<file path="src/rtl/linebuf_pkg.sv">
// Shared types and constants for the 3-row line-buffer window controller.
// Contents: FSM state type (S_RD, S_WR), row-count width and the
// row count at which a full 3-row column is available.
package linebuf_pkg;

   typedef enum logic {
      S_RD = 1'b0,
      S_WR = 1'b1
   } state_e;

   localparam int unsigned ROW_CNT_W = 2;
   localparam int unsigned ROW_FULL  = 2;

endpackage : linebuf_pkg

</file>
<file path="src/rtl/linebuf_window_ctrl.sv">
// 3-row sliding-window column generator backed by two external 1-cycle
// single-port RAMs (ram0 holds row n-1, ram1 holds row n-2).
// Each pixel costs two cycles: S_RD reads both buffers at the pixel's
// column, S_WR writes the shifted column back and registers the window.
// Ports:
//   clka, rsta_n          clock, async active-low reset
//   i_valid/i_ready       pixel handshake, i_sof marks first pixel of frame
//   i_data                input pixel
//   o_valid/o_eol/o_col   window column pulse, end-of-row flag, column
//   o_row0/1/2            pixels of rows n-2, n-1, n
//   ram0_*/ram1_*         row buffer ports (driven combinationally)
// Build option: LINEBUF_BORDER_ZERO_EN -- when defined, rows 0 and 1 are
// emitted with unfilled rows forced to 0; otherwise only complete
// 3-row columns are emitted.
module linebuf_window_ctrl
   import linebuf_pkg::*;
#(
   parameter int unsigned P_ROW_WIDTH  = 256,
   parameter int unsigned P_DATA_WIDTH = 8,
   parameter int unsigned P_ADDR_WIDTH = 12
) (
   input  logic                    clka,
   input  logic                    rsta_n,
   input  logic                    i_valid,
   input  logic                    i_sof,
   input  logic [P_DATA_WIDTH-1:0] i_data,
   output logic                    i_ready,
   output logic                    o_valid,
   output logic [P_DATA_WIDTH-1:0] o_row0,
   output logic [P_DATA_WIDTH-1:0] o_row1,
   output logic [P_DATA_WIDTH-1:0] o_row2,
   output logic [P_ADDR_WIDTH-1:0] o_col,
   output logic                    o_eol,
   output logic                    ram0_en,
   output logic                    ram0_we,
   output logic [P_ADDR_WIDTH-1:0] ram0_addr,
   output logic [P_DATA_WIDTH-1:0] ram0_din,
   input  logic [P_DATA_WIDTH-1:0] ram0_dout,
   output logic                    ram1_en,
   output logic                    ram1_we,
   output logic [P_ADDR_WIDTH-1:0] ram1_addr,
   output logic [P_DATA_WIDTH-1:0] ram1_din,
   input  logic [P_DATA_WIDTH-1:0] ram1_dout
);

   // Row must fit in the buffer address space.
   if (64'(P_ROW_WIDTH) > (64'd1 << P_ADDR_WIDTH)) begin : g_row_width_check
      $error("P_ROW_WIDTH exceeds 2**P_ADDR_WIDTH");
   end

   localparam logic [P_ADDR_WIDTH-1:0] LAST_COL = P_ADDR_WIDTH'(P_ROW_WIDTH - 1);
   localparam logic [ROW_CNT_W-1:0]    ROW_MAX  = ROW_CNT_W'(ROW_FULL);

   state_e                  state_q, state_d;
   logic                    ready_q, ready_d;
   logic [P_ADDR_WIDTH-1:0] col_q, col_d;
   logic [ROW_CNT_W-1:0]    row_q, row_d;
   logic [P_DATA_WIDTH-1:0] pix_q, pix_d;
   logic                    valid_q, valid_d;
   logic                    eol_q, eol_d;
   logic [P_DATA_WIDTH-1:0] row0_q, row0_d;
   logic [P_DATA_WIDTH-1:0] row1_q, row1_d;
   logic [P_DATA_WIDTH-1:0] row2_q, row2_d;
   logic [P_ADDR_WIDTH-1:0] ocol_q, ocol_d;

   logic                    accept_c;
   logic [P_ADDR_WIDTH-1:0] start_col_c;
   logic                    ram_en_c, ram_we_c;
   logic [P_ADDR_WIDTH-1:0] ram_addr_c;
   logic [P_DATA_WIDTH-1:0] ram0_din_c, ram1_din_c;

   // i_ready is a register so it stays low through reset and rises on
   // the first edge after release.
   assign accept_c    = i_valid & ready_q;
   assign start_col_c = i_sof ? '0 : col_q;

   // State register.
   always_ff @(posedge clka or negedge rsta_n) begin
      if (!rsta_n) begin
         state_q <= S_RD;
         ready_q <= 1'b0;
         col_q   <= '0;
         row_q   <= '0;
         pix_q   <= '0;
         valid_q <= 1'b0;
         eol_q   <= 1'b0;
         row0_q  <= '0;
         row1_q  <= '0;
         row2_q  <= '0;
         ocol_q  <= '0;
      end else begin
         state_q <= state_d;
         ready_q <= ready_d;
         col_q   <= col_d;
         row_q   <= row_d;
         pix_q   <= pix_d;
         valid_q <= valid_d;
         eol_q   <= eol_d;
         row0_q  <= row0_d;
         row1_q  <= row1_d;
         row2_q  <= row2_d;
         ocol_q  <= ocol_d;
      end
   end

   // Next-state, window and RAM port logic.
   always_comb begin
      state_d    = state_q;
      col_d      = col_q;
      row_d      = row_q;
      pix_d      = pix_q;
      valid_d    = 1'b0;
      eol_d      = 1'b0;
      row0_d     = row0_q;
      row1_d     = row1_q;
      row2_d     = row2_q;
      ocol_d     = ocol_q;
      ram_en_c   = 1'b0;
      ram_we_c   = 1'b0;
      ram_addr_c = '0;
      ram0_din_c = '0;
      ram1_din_c = '0;

      unique case (state_q)
         S_RD: begin
            if (accept_c) begin
               pix_d      = i_data;
               col_d      = start_col_c;
               if (i_sof) row_d = '0;
               ram_en_c   = 1'b1;
               ram_addr_c = start_col_c;
               state_d    = S_WR;
            end
         end
         S_WR: begin
            // Shift the column down: new pixel into ram0, old row n-1 into ram1.
            ram_en_c   = 1'b1;
            ram_we_c   = 1'b1;
            ram_addr_c = col_q;
            ram0_din_c = pix_q;
            ram1_din_c = ram0_dout;
            row2_d     = pix_q;
            ocol_d     = col_q;
            eol_d      = (col_q == LAST_COL);
`ifdef LINEBUF_BORDER_ZERO_EN
            row1_d     = (row_q == '0)    ? '0 : ram0_dout;
            row0_d     = (row_q < ROW_MAX) ? '0 : ram1_dout;
            valid_d    = 1'b1;
`else
            row1_d     = ram0_dout;
            row0_d     = ram1_dout;
            valid_d    = (row_q >= ROW_MAX);
`endif
            if (col_q == LAST_COL) begin
               col_d = '0;
               if (row_q < ROW_MAX) row_d = row_q + ROW_CNT_W'(1);
            end else begin
               col_d = col_q + P_ADDR_WIDTH'(1);
            end
            state_d = S_RD;
         end
         default: state_d = S_RD;
      endcase

      ready_d = (state_d == S_RD);
   end

   assign i_ready   = ready_q;
   assign o_valid   = valid_q;
   assign o_eol     = eol_q;
   assign o_row0    = row0_q;
   assign o_row1    = row1_q;
   assign o_row2    = row2_q;
   assign o_col     = ocol_q;

   assign ram0_en   = ram_en_c;
   assign ram0_we   = ram_we_c;
   assign ram0_addr = ram_addr_c;
   assign ram0_din  = ram0_din_c;
   assign ram1_en   = ram_en_c;
   assign ram1_we   = ram_we_c;
   assign ram1_addr = ram_addr_c;
   assign ram1_din  = ram1_din_c;

endmodule : linebuf_window_ctrl

</file>
<file path="config.mk">
export PLATFORM = sky130hd
export DESIGN_NAME = linebuf_window_ctrl
export DESIGN_NICKNAME = d
export VERILOG_FILES = /design/src/rtl/linebuf_pkg.sv /design/src/rtl/linebuf_window_ctrl.sv
export SDC_FILE = /design/constraint.sdc
export NUM_CORES = 1
export LEC_CHECK = 0
export CAP_MARGIN = 40
export CORE_MARGIN = 3
export CORE_UTILIZATION = 58
export DETAILED_ROUTE_END_ITERATION = 10
export DONT_BUFFER_PORTS = 1
export GPL_TIMING_DRIVEN = 1
export MAX_ROUTING_LAYER = met4
export PLACE_DENSITY_LB_ADDON = 0.1
export SLEW_MARGIN = 20
export SYNTH_ARGS = -nofsm -noshare
export SYNTH_HDL_FRONTEND = slang
export SYNTH_SLANG_ARGS = --single-unit
</file>
<file path="constraint.sdc">
create_clock -name clka -period 2.9 [get_ports clka]
set_clock_uncertainty 0.2 [all_clocks]
set_input_delay 0.58 -clock clka [delete_from_list [all_inputs] [get_ports clka]]
set_output_delay 0.58 -clock clka [all_outputs]
set_load 0.1 [all_outputs]
</file>
==> out/results.txt, run 1 <==
outcome = did not finish
last flow stage reached = global routing (5_1_grt)
error that ended the run = [ERROR GRT-0232] Routing congestion too high. Check the congestion heatmap in the GUI.
maximum number of pins on one net before global-route repair = 63
Post-Place Setup Slack = 347 ps
Worst-path end type = primary output
worst endpoint after global-route timing repair = ram1_addr[1]
mean cell area of the mapped netlist = 10.9 um^2
root cell of the clock tree = clkbuf_8
Die Y = 75.7 um
remaining global-route overflow = 25
number of placement rows = 24
Inserted Clock Buffers = 9
maximum level of the CTS H-tree = 3
Seq/Total Area, Yosys = 0.550
GRT Overall Usage = 0.729
total number of clock tree sinks = 62
initial cell density of the core = 0.622
gate count of the mapped netlist = 258
area leader, netlist = dfrtp_1
top flip-flop cell by instance count after synthesis = dfrtp_1
number of flops mapped to enable cells by yosys = 0
Post-CTS Resized = 0
GP Congestion = 0.796
cell types with the largest area share after synthesis = dfrtp_1 (55%), mux2_2 (8.0%), nand2_1 (5.2%)
synthesized net count = 288
post-synthesis instance area = 2820 um^2
number of distinct library cells after synthesis = 38
half-perimeter wire length of the detailed placement result = 4690 um
horizontal die dimension = 75.7 um
fraction of registers with async set/reset = 1.00
number of placed instances with taps included = 357
number of primary I/O pins = 111
number of input and output port buffers inserted = 0
maximum buffer depth of the clock tree = 2
yosys synthesis warning count = 0
Synth Register Bits = 62
proportion of netlist area held by the largest area contributor = 0.550
[repair_timing]
item,4_1_cts
setup buffers,0
hold buffers,2
endpoints found under the hold margin,62
[Yosys cell counts (2+ instances only)]
cell      instances
dfrtp_1          62
nand2_1          39
mux2_2           20
a21o_1           19
and2_1           16
buf_4            14
nor2_1           11
nor2b_1          10
o21ai_0          10
clkbuf_1          6
xnor2_1           5
a21oi_1           4
nand3_1           4
buf_2             3
inv_1             3
nor3_1            3
nor4_1            3
buf_1             2
ha_1              2
nand2b_1          2
o22ai_1           2
or3_1             2
[layer usage]
layer,track usage,GRT overflow
met1,0.719,0
met5,-,-
met3,0.549,0
met2,0.876,16
met4,0.717,9
[cell families after synthesis]
| kind of cell | Yosys count | share of synthesized area |
|---|---|---|
| AO/OA/AOI/OAI | 40 | 0.0976 |
| XOR/XNOR | 6 | 0.0186 |
| multiplexers | 20 | 0.0798 |
| adder cells (fa/ha/maj) | 2 | 0.00887 |
| AND/OR/NAND/NOR | 96 | 0.180 |
| buffers and inverters | 32 | 0.0656 |
| flip-flops | 62 | 0.550 |
[per-stage QoR]
stage               TNS (ps)  cell area [um^2]
CTS                        0              3950
detailed placement         0              3680
global placement           0              3320
floorplan              -98.1              2950
==> run 2, diff against run 1 <==
--- a/config.mk
+++ b/config.mk
@@ -7,12 +7,11 @@
 export LEC_CHECK = 0
 export CAP_MARGIN = 40
 export CORE_MARGIN = 3
-export CORE_UTILIZATION = 58
+export CORE_UTILIZATION = 40
 export DETAILED_ROUTE_END_ITERATION = 10
 export DONT_BUFFER_PORTS = 1
 export GPL_TIMING_DRIVEN = 1
-export MAX_ROUTING_LAYER = met4
-export PLACE_DENSITY_LB_ADDON = 0.1
+export PLACE_DENSITY_LB_ADDON = 0.15
 export SLEW_MARGIN = 20
 export SYNTH_ARGS = -nofsm -noshare
 export SYNTH_HDL_FRONTEND = slang
==> run 2 against run 1 <==
Synthesized cell count stayed put; the run now ends clean; area after synthesis stayed put.
==> out/results.txt, run 2 <==
transition at the pin with the smallest max-transition slack = 902 ps
minimum setup slack in the final design = 154 ps
met3 layer wire length in the routed design = 529 um
number of primary I/O pins = 111 (unchanged)
DIE AREA = 8100 um^2
static power due to leakage = 2.01 nW
gate count of the mapped netlist = 258 (unchanged)
launch instance of the worst min-delay path = i_data[2]
via-per-instance ratio = 4.82
via count = 2,098
post-route antenna net violation count = 0
number of max-slew violations in the final report = 0
metal1 wirelength = 2720 um
Setup crit start kind = register
antenna violations before repair = 0
proportion of netlist area held by the largest area contributor = 0.550 (unchanged)
RSZ-0062 raised after global routing = no
Seq/Total Area, Yosys = 0.550 (unchanged)
CP endpoint kind = output port
number of DRC violations after detailed-routing iteration 0 = 100
DRC Markers = 0
total number of clock tree sinks = 62 (unchanged)
GRT Overall Usage = 0.165
final cycle utilization of the critical path = 0.947
post-synthesis instance area = 2820 um^2 (unchanged)
fraction of registers with async set/reset = 1.00 (unchanged)
worst reg-to-reg setup slack = 800 ps
horizontal die dimension = 90.0 um (+19%)
cell types with the largest area share after synthesis = dfrtp_1 (55%), mux2_2 (8.0%), nand2_1 (5.2%)
Fin. Hold Viols = 0
terminating pin of the worst hold path = pix_q[2]
worst skew pair latency = 330 ps
1st-pass router iterations = 4
CP required = 2120 ps
Setup TNS = 0 ps
data arrival time of the critical path = 1970 ps
number of flops mapped to enable cells by yosys = 0 (unchanged)
synthesized net count = 288 (unchanged)
crit-path max FO = 12
Peak VDD IR = 0.000544 V
outcome = complete, no violations
mean cell area of the mapped netlist = 10.9 um^2 (unchanged)
yosys synthesis warning count = 0 (unchanged)
crit path kind = register to output port
maximum number of pins on one net before global-route repair = 63
total wirelength of the detailed-routed design = 6650 um
Top Metal Used = met4
growth of design area from synthesis to finish = 54.5%
average detailed-routed wire length per instance = 15.3 um
reg2reg start = col_q[1]
minimum clock period after layout = 2750 ps
max_slew headroom = 0.398
cell types with the highest counts after synthesis = dfrtp_1 (62), nand2_1 (39), mux2_2 (20), a21o_1 (19), and2_1 (16)
Die Y = 90.0 um (+19%)
GP Congestion = 0.825 (+3.7%)
most common library cell in the layout ignoring fill and taps = dfrtp_1
fraction of layout cells with a size suffix above 1 = 0.348
Synth Register Bits = 62 (unchanged)
maximum clock frequency = 0.364 GHz
top flip-flop cell by instance count after synthesis = dfrtp_1
maximum buffer depth of the clock tree = 2 (unchanged)
core box area = 6600 um^2
maximum capacitance violations = 0
total number of nets in the final design = 367
final setup violation count = 0
number of placement rows = 29 (+21%)
Inserted Clock Buffers = 9 (unchanged)
number of input and output port buffers inserted = 0 (unchanged)
buffers inserted during post-CTS setup optimization = 0 (unchanged)
remaining global-route overflow = 0
maximum level of the CTS H-tree = 3 (unchanged)
worst hold-check path type = input pin to register
TritonCTS clock tree = done
initial cell density of the core = 0.427 (-0.195)
root cell of the clock tree = clkbuf_8
number of distinct library cells after synthesis = 38 (unchanged)
WHS Path Cells = 2
Post-Place Setup Slack = 495 ps (+148 ps)
area leader, netlist = dfrtp_1
number of global-route vias before repair = 2,138
P per Cell Area = 890 nW/um^2
worst r2r dst = col_q[8]
# fillers = 540
met2 layer wire length in the routed design = 3320 um
half-perimeter wire length of the detailed placement result = 4420 um (-5.8%)
cell depth of the worst flop-to-flop path = 5
first-pass GRT wire length = 10,700 um
most frequent cells in the layout = dfrtp_1 (60), nand2_1 (38), buf_16 (22)
count leader, synth = dfrtp_1
antenna diode count = 0
Post-CTS Resized = 0 (unchanged)
clock slew at reported path FFs = 70 ps
## run 2: cell counts after synthesis
No cell type changed its count.
## run 2: power by group
part / switching (mW) / internal, mW / total [mW] / leakage (nW)
clock network: 0.331 / 0.488 / 0.819 / 0.115
logic: 1.03 / 0.602 / 1.63 / 1.09
registers: 0.427 / 1.00 / 1.43 / 0.799
total: 1.79 / 2.09 / 3.88 / 2.01
## run 2: per-stage QoR
stage | utilization | hold WS, ps | instance area (um^2) | cells | total power, mW
3_5_place_dp | 0.578 | 87.2 | 3820 | 390 | 2.90
2_1_floorplan | - | 84.4 | 2950 | 258 | 2.41
6_report | 0.660 | 151 | 4360 | 435 | 3.88
3_3_place_gp | 0.508 | 86.9 | 3350 | 361 | 2.56
5_1_grt | 0.660 | 145 | 4360 | 435 | 4.02
4_1_cts | 0.617 | 134 | 4070 | 408 | 3.75
## run 2: worst max-delay path by stage
stage | end | slack [ps] | depth (start not counted) | start
after floorplan | ram1_addr[8] | -50 | 5 | state_q
after global placement | ram0_addr[6] | 530 | 6 | i_ready
after detailed placement | ram0_addr[6] | 500 | 6 | i_ready
after CTS | ram0_addr[6] | 130 | 6 | i_ready
after global routing | ram0_addr[6] | 70 | 6 | i_ready
final | ram0_addr[6] | 150 | 6 | i_ready
## run 2: metal layers
metal	track usage	up-vias
met5	0	-
met4	0.0753	0
met3	0.0593	7
met2	0.261	73
met1	0.202	1007
li1	-	1011
## run 2: cell type report
cell class / count / area, um^2 / share of cell area
clock inverters: 3 / 40.0 / 0.00918
flip-flops and latches: 62 / 1560 / 0.358
inverters: 5 / 18.8 / 0.00430
multi-input cells: 164 / 1180 / 0.271
well taps: 93 / 116 / 0.0267
clock buffers: 13 / 179 / 0.0410
repair buffers: 95 / 1270 / 0.291
## run 2: kinds of logic after synthesis
kind of cell               count (synthesis)  share of synthesized area
AOI/OAI and AO/OA                         40                     0.0976
xor gates and xnor gates                   6                     0.0186
adders and majority gates                  2                    0.00887
buffers and inverters                     32                     0.0656
DFF                                       62                      0.550
muxes                                     20                     0.0798
and+or+nand+nor                           96                      0.180
## run 2: what timing repair did
item,4_1_cts,5_1_grt
endpoints found under the hold margin,62,0
hold buffers,2,0
setup endpoints to repair,0,0
## run 2: worst max-delay path: stages, from the launching register on
cell and delay [ps]:
dfrtp_4 630, nand2_1 150, nor2_1 140, nor2_2 40
buf_4 250, nor2b_4 170, buf_12 250
(Power assumes the default switching activity.)
==> run 3, diff against run 2 <==
==> constraint.sdc (replaced) <==
create_clock -name clka -period 3.55 [get_ports clka]
set_clock_uncertainty 0.2 [all_clocks]
set_input_delay 0.71 -clock clka [delete_from_list [all_inputs] [get_ports clka]]
set_output_delay 0.71 -clock clka [all_outputs]
set_load 0.1 [all_outputs]
==> run 3 against run 2 <==
Register-to-register slack better by 600 ps; sequential power fell by 16%; sequential cell count unchanged; largest cell class unchanged.
==> out/results.txt, run 3 (synthesized netlist as in run 2, its figures left out) <==
outcome = complete, no violations
number of placement rows = 29 (unchanged)
area of placed instances = 3590 um^2 (-6.1%)
maximum number of pins on one net before global-route repair = 63 (unchanged)
number of global-route vias before repair = 1,995 (-6.7%)
1st-pass router iterations = 4 (unchanged)
GRT Overall Usage = 0.152 (-0.0130)
antenna violations before repair = 0 (unchanged)
cell at the slowest stage of the critical path = dfrtp_2
number of standard cells in the final layout excluding fillers = 428 (-1.6%)
number of max-slew violations in the final report = 0 (unchanged)
growth of design area from synthesis to finish = 47.4%
Fin. Hold Viols = 0 (unchanged)
horizontal die dimension = 90.0 um (unchanged)
root cell of the clock tree = clkbuf_8
Setup TNS = 0 ps (unchanged)
transition at the pin with the smallest max-transition slack = 900 ps (-1.83 ps)
average detailed-routed wire length per instance = 15.3 um (+0.12%)
final setup violation count = 0 (unchanged)
final cycle utilization of the critical path = 0.888
via count = 2,072 (-1.2%)
half-perimeter wire length of the detailed placement result = 4200 um (-5.1%)
static power due to leakage = 1.94 nW (-3.7%)
Setup crit start kind = register
DIE AREA = 8100 um^2 (unchanged)
minimum clock period after layout = 3150 ps
initial cell density of the core = 0.427 (unchanged)
Power, Total = 3.07 mW (-21%)
core box area = 6600 um^2 (unchanged)
Inserted Clock Buffers = 9 (unchanged)
biggest cell delay along the critical path = 700 ps (+70 ps)
maximum buffer depth of the clock tree = 2 (unchanged)
number of primary I/O pins = 111 (unchanged)
max_slew headroom = 0.400 (+0.00122)
maximum capacitance violations = 0 (unchanged)
crit path kind = register to output port
worst hold-check path type = input pin to asynchronous set/reset pin
total number of clock tree sinks = 62 (unchanged)
total wirelength of the detailed-routed design = 6550 um (-1.5%)
total number of nets in the final design = 361 (-1.6%)
final std cell area, no fill = 4160 um^2 (-4.6%)
CP required = 2640 ps (+520 ps)
number of placed instances with taps included = 382 (-2.1%)
maximum level of the CTS H-tree = 3 (unchanged)
remaining global-route overflow = 0 (unchanged)
P per Cell Area = 737 nW/um^2 (-17%)
crit-path max FO = 12 (unchanged)
number of input and output port buffers inserted = 0 (unchanged)
CP endpoint kind = output port
TritonCTS clock tree = done
maximum clock frequency = 0.317 GHz
data arrival time of the critical path = 2240 ps (+270 ps)
most frequent cell on the critical path = buf_4
most frequent cells in the layout = dfrtp_1 (60), nand2_1 (38), buf_4 (28)
number of DRC violations after detailed-routing iteration 0 = 36 (-64%)
RSZ-0062 raised after global routing = no
via-per-instance ratio = 4.84 (+0.38%)
cell-by-cell trace of the critical path = nand2_1, nor2_1, nor2_2, buf_4, nor2b_4, buf_4
fraction of layout cells with a size suffix above 1 = 0.343 (-0.00467)
Peak VDD IR = 0.000453 V (-17%)
buffers inserted during post-CTS setup optimization = 0 (unchanged)
first-pass GRT wire length = 9830 um (-7.9%)
Die Y = 90.0 um (unchanged)
clock slew at reported path FFs = 70 ps (about the same)
most common library cell in the layout ignoring fill and taps = dfrtp_1
worst skew pair latency = 340 ps (about the same)
GP Congestion = 0.811 (-1.7%)
post-route antenna net violation count = 0 (unchanged)
antenna diode count = 0 (unchanged)
DRC Markers = 0 (unchanged)
run 3: cell types whose count changed in the layout (fill, tap and decap cells not counted), sizes merged:
cell / before / now
clkinvlp: 0 / 1
buf: 73 / 64
clkinv: 3 / 2
dlygate4sd3: 1 / 0
clkbuf: 34 / 37
run 3: metrics by stage:
stage / utilization / hold WS, ps / setup slack [ps]
5_1_grt: 0.630 / 55.0 / 301
6_report: 0.630 / 42.2 / 397
2_1_floorplan: - / 214 / -241
3_3_place_gp: 0.491 / 216 / 762
4_1_cts: 0.579 / 40.1 / 375
3_5_place_dp: 0.543 / 216 / 752
run 3: area by class of cell:
| type | count | area [um^2] |
|---|---|---|
| repair buffers | 89 | 1080 |
| well taps | 93 | 116 |
| fillers | 546 | 2440 |
| inverters | 5 | 18.8 |
| clock buffers | 12 | 165 |
| multi-input cells | 164 | 1180 |
| flip-flops and latches | 62 | 1560 |
| clock inverters | 3 | 42.5 |
run 3: worst paths after layout:
kind	from	to	slack [ps]	depth (start not counted)
worst max register to register	state_q	pix_q[3]	1400	6
worst max-delay path	i_ready	ram1_addr[0]	400	6
min in group clka	pix_q[4]	pix_q[4]	270	2
worst min-delay path	rsta_n	o_row2[4]	40	1
max in group asynchronous	rsta_n	state_q	2840	1
worst min register to register	pix_q[4]	pix_q[4]	270	2
run 3: what timing repair did:
action,in CTS,in global routing
hold buffers,1,0
gates resized for setup,0,0
endpoints found under the hold margin,62,0
run 3: where the power goes:
group	internal (mW)	switching, mW	total [mW]
Sequential	0.817	0.387	1.20
Combinational	0.429	0.782	1.21
Clock	0.377	0.274	0.651
Total	1.62	1.44	3.07
run 3: worst max-delay path: cells and delay by family (launching register included):
family,cells,cell delay (ps)
buffers and inverters,2,710
flip-flops,1,700
AND/OR/NAND/NOR,4,480
run 3: metal layers:
layer  part of all wire  track usage
met1               0.45        0.194
met4              0.016       0.0765
met3              0.068       0.0459
met2               0.47        0.234
met5                  0            0
==> run 4, diff against run 3 <==
--- a/config.mk
+++ b/config.mk
@@ -7,11 +7,11 @@
 export LEC_CHECK = 0
 export CAP_MARGIN = 40
 export CORE_MARGIN = 3
-export CORE_UTILIZATION = 40
+export CORE_UTILIZATION = 60
 export DETAILED_ROUTE_END_ITERATION = 10
 export DONT_BUFFER_PORTS = 1
-export GPL_TIMING_DRIVEN = 1
 export PLACE_DENSITY_LB_ADDON = 0.15
+export SKIP_CTS_REPAIR_TIMING = 1
 export SLEW_MARGIN = 20
 export SYNTH_ARGS = -nofsm -noshare
 export SYNTH_HDL_FRONTEND = slang
==> run 4 against run 3 <==
The flow now stops in global routing (5_1_grt); synthesized cell count stayed put; area after synthesis stayed put.
==> out/results.txt, run 4 <==
half-perimeter wire length of the detailed placement result = 4190 um (about the same)
GP Congestion = 0.833 (+2.7%)
Die Y = 74.6 um (-17%)
top flip-flop cell by instance count after synthesis = dfrtp_1
number of placement rows = 24 (-17%)
number of distinct library cells after synthesis = 38 (unchanged)
maximum buffer depth of the clock tree = 2 (unchanged)
count leader, synth = dfrtp_1
total number of clock tree sinks = 62 (unchanged)
gate count of the mapped netlist = 258 (unchanged)
number of primary I/O pins = 111 (unchanged)
initial cell density of the core = 0.635 (+0.208)
synthesized net count = 288 (unchanged)
post-synthesis instance area = 2820 um^2 (unchanged)
maximum number of pins on one net before global-route repair = 63
outcome = did not finish
maximum level of the CTS H-tree = 3 (unchanged)
area leader, netlist = dfrtp_1
cell types with the largest area share after synthesis = dfrtp_1 (55%), mux2_2 (8.0%), nand2_1 (5.2%)
antenna violations before repair = 0
number of flops mapped to enable cells by yosys = 0 (unchanged)
number of placed instances with taps included = 337 (-12%)
Synth Register Bits = 62 (unchanged)
mean cell area of the mapped netlist = 10.9 um^2 (unchanged)
fraction of registers with async set/reset = 1.00 (unchanged)
cell types with the highest counts after synthesis = dfrtp_1 (62), nand2_1 (39), mux2_2 (20), a21o_1 (19), and2_1 (16)
yosys synthesis warning count = 0 (unchanged)
horizontal die dimension = 74.6 um (-17%)
Seq/Total Area, Yosys = 0.550 (unchanged)
error that ended the run = [ERROR DPL-0033] detailed placement checks failed during check placement.
root cell of the clock tree = clkbuf_8
Inserted Clock Buffers = 9 (unchanged)
last flow stage reached = global routing (5_1_grt)
number of input and output port buffers inserted = 0 (unchanged)
proportion of netlist area held by the largest area contributor = 0.550 (unchanged)
Post-Place Setup Slack = 749 ps (-3.13 ps)
## run 4: cell counts after synthesis
No cell type changed its count.
## run 4: through the flow
step           cell area, um^2  hold slack, ps
2_1_floorplan             2890             214
3_3_place_gp              3180             216
3_5_place_dp              3490             216
4_1_cts                   3680            -150
## run 4: cell families after synthesis
family,synth area share
simple gates,0.180
mux,0.0798
flops,0.550
compound gates,0.0976
xor+xnor,0.0186
buf+inv,0.0656
fa+ha+maj,0.00887
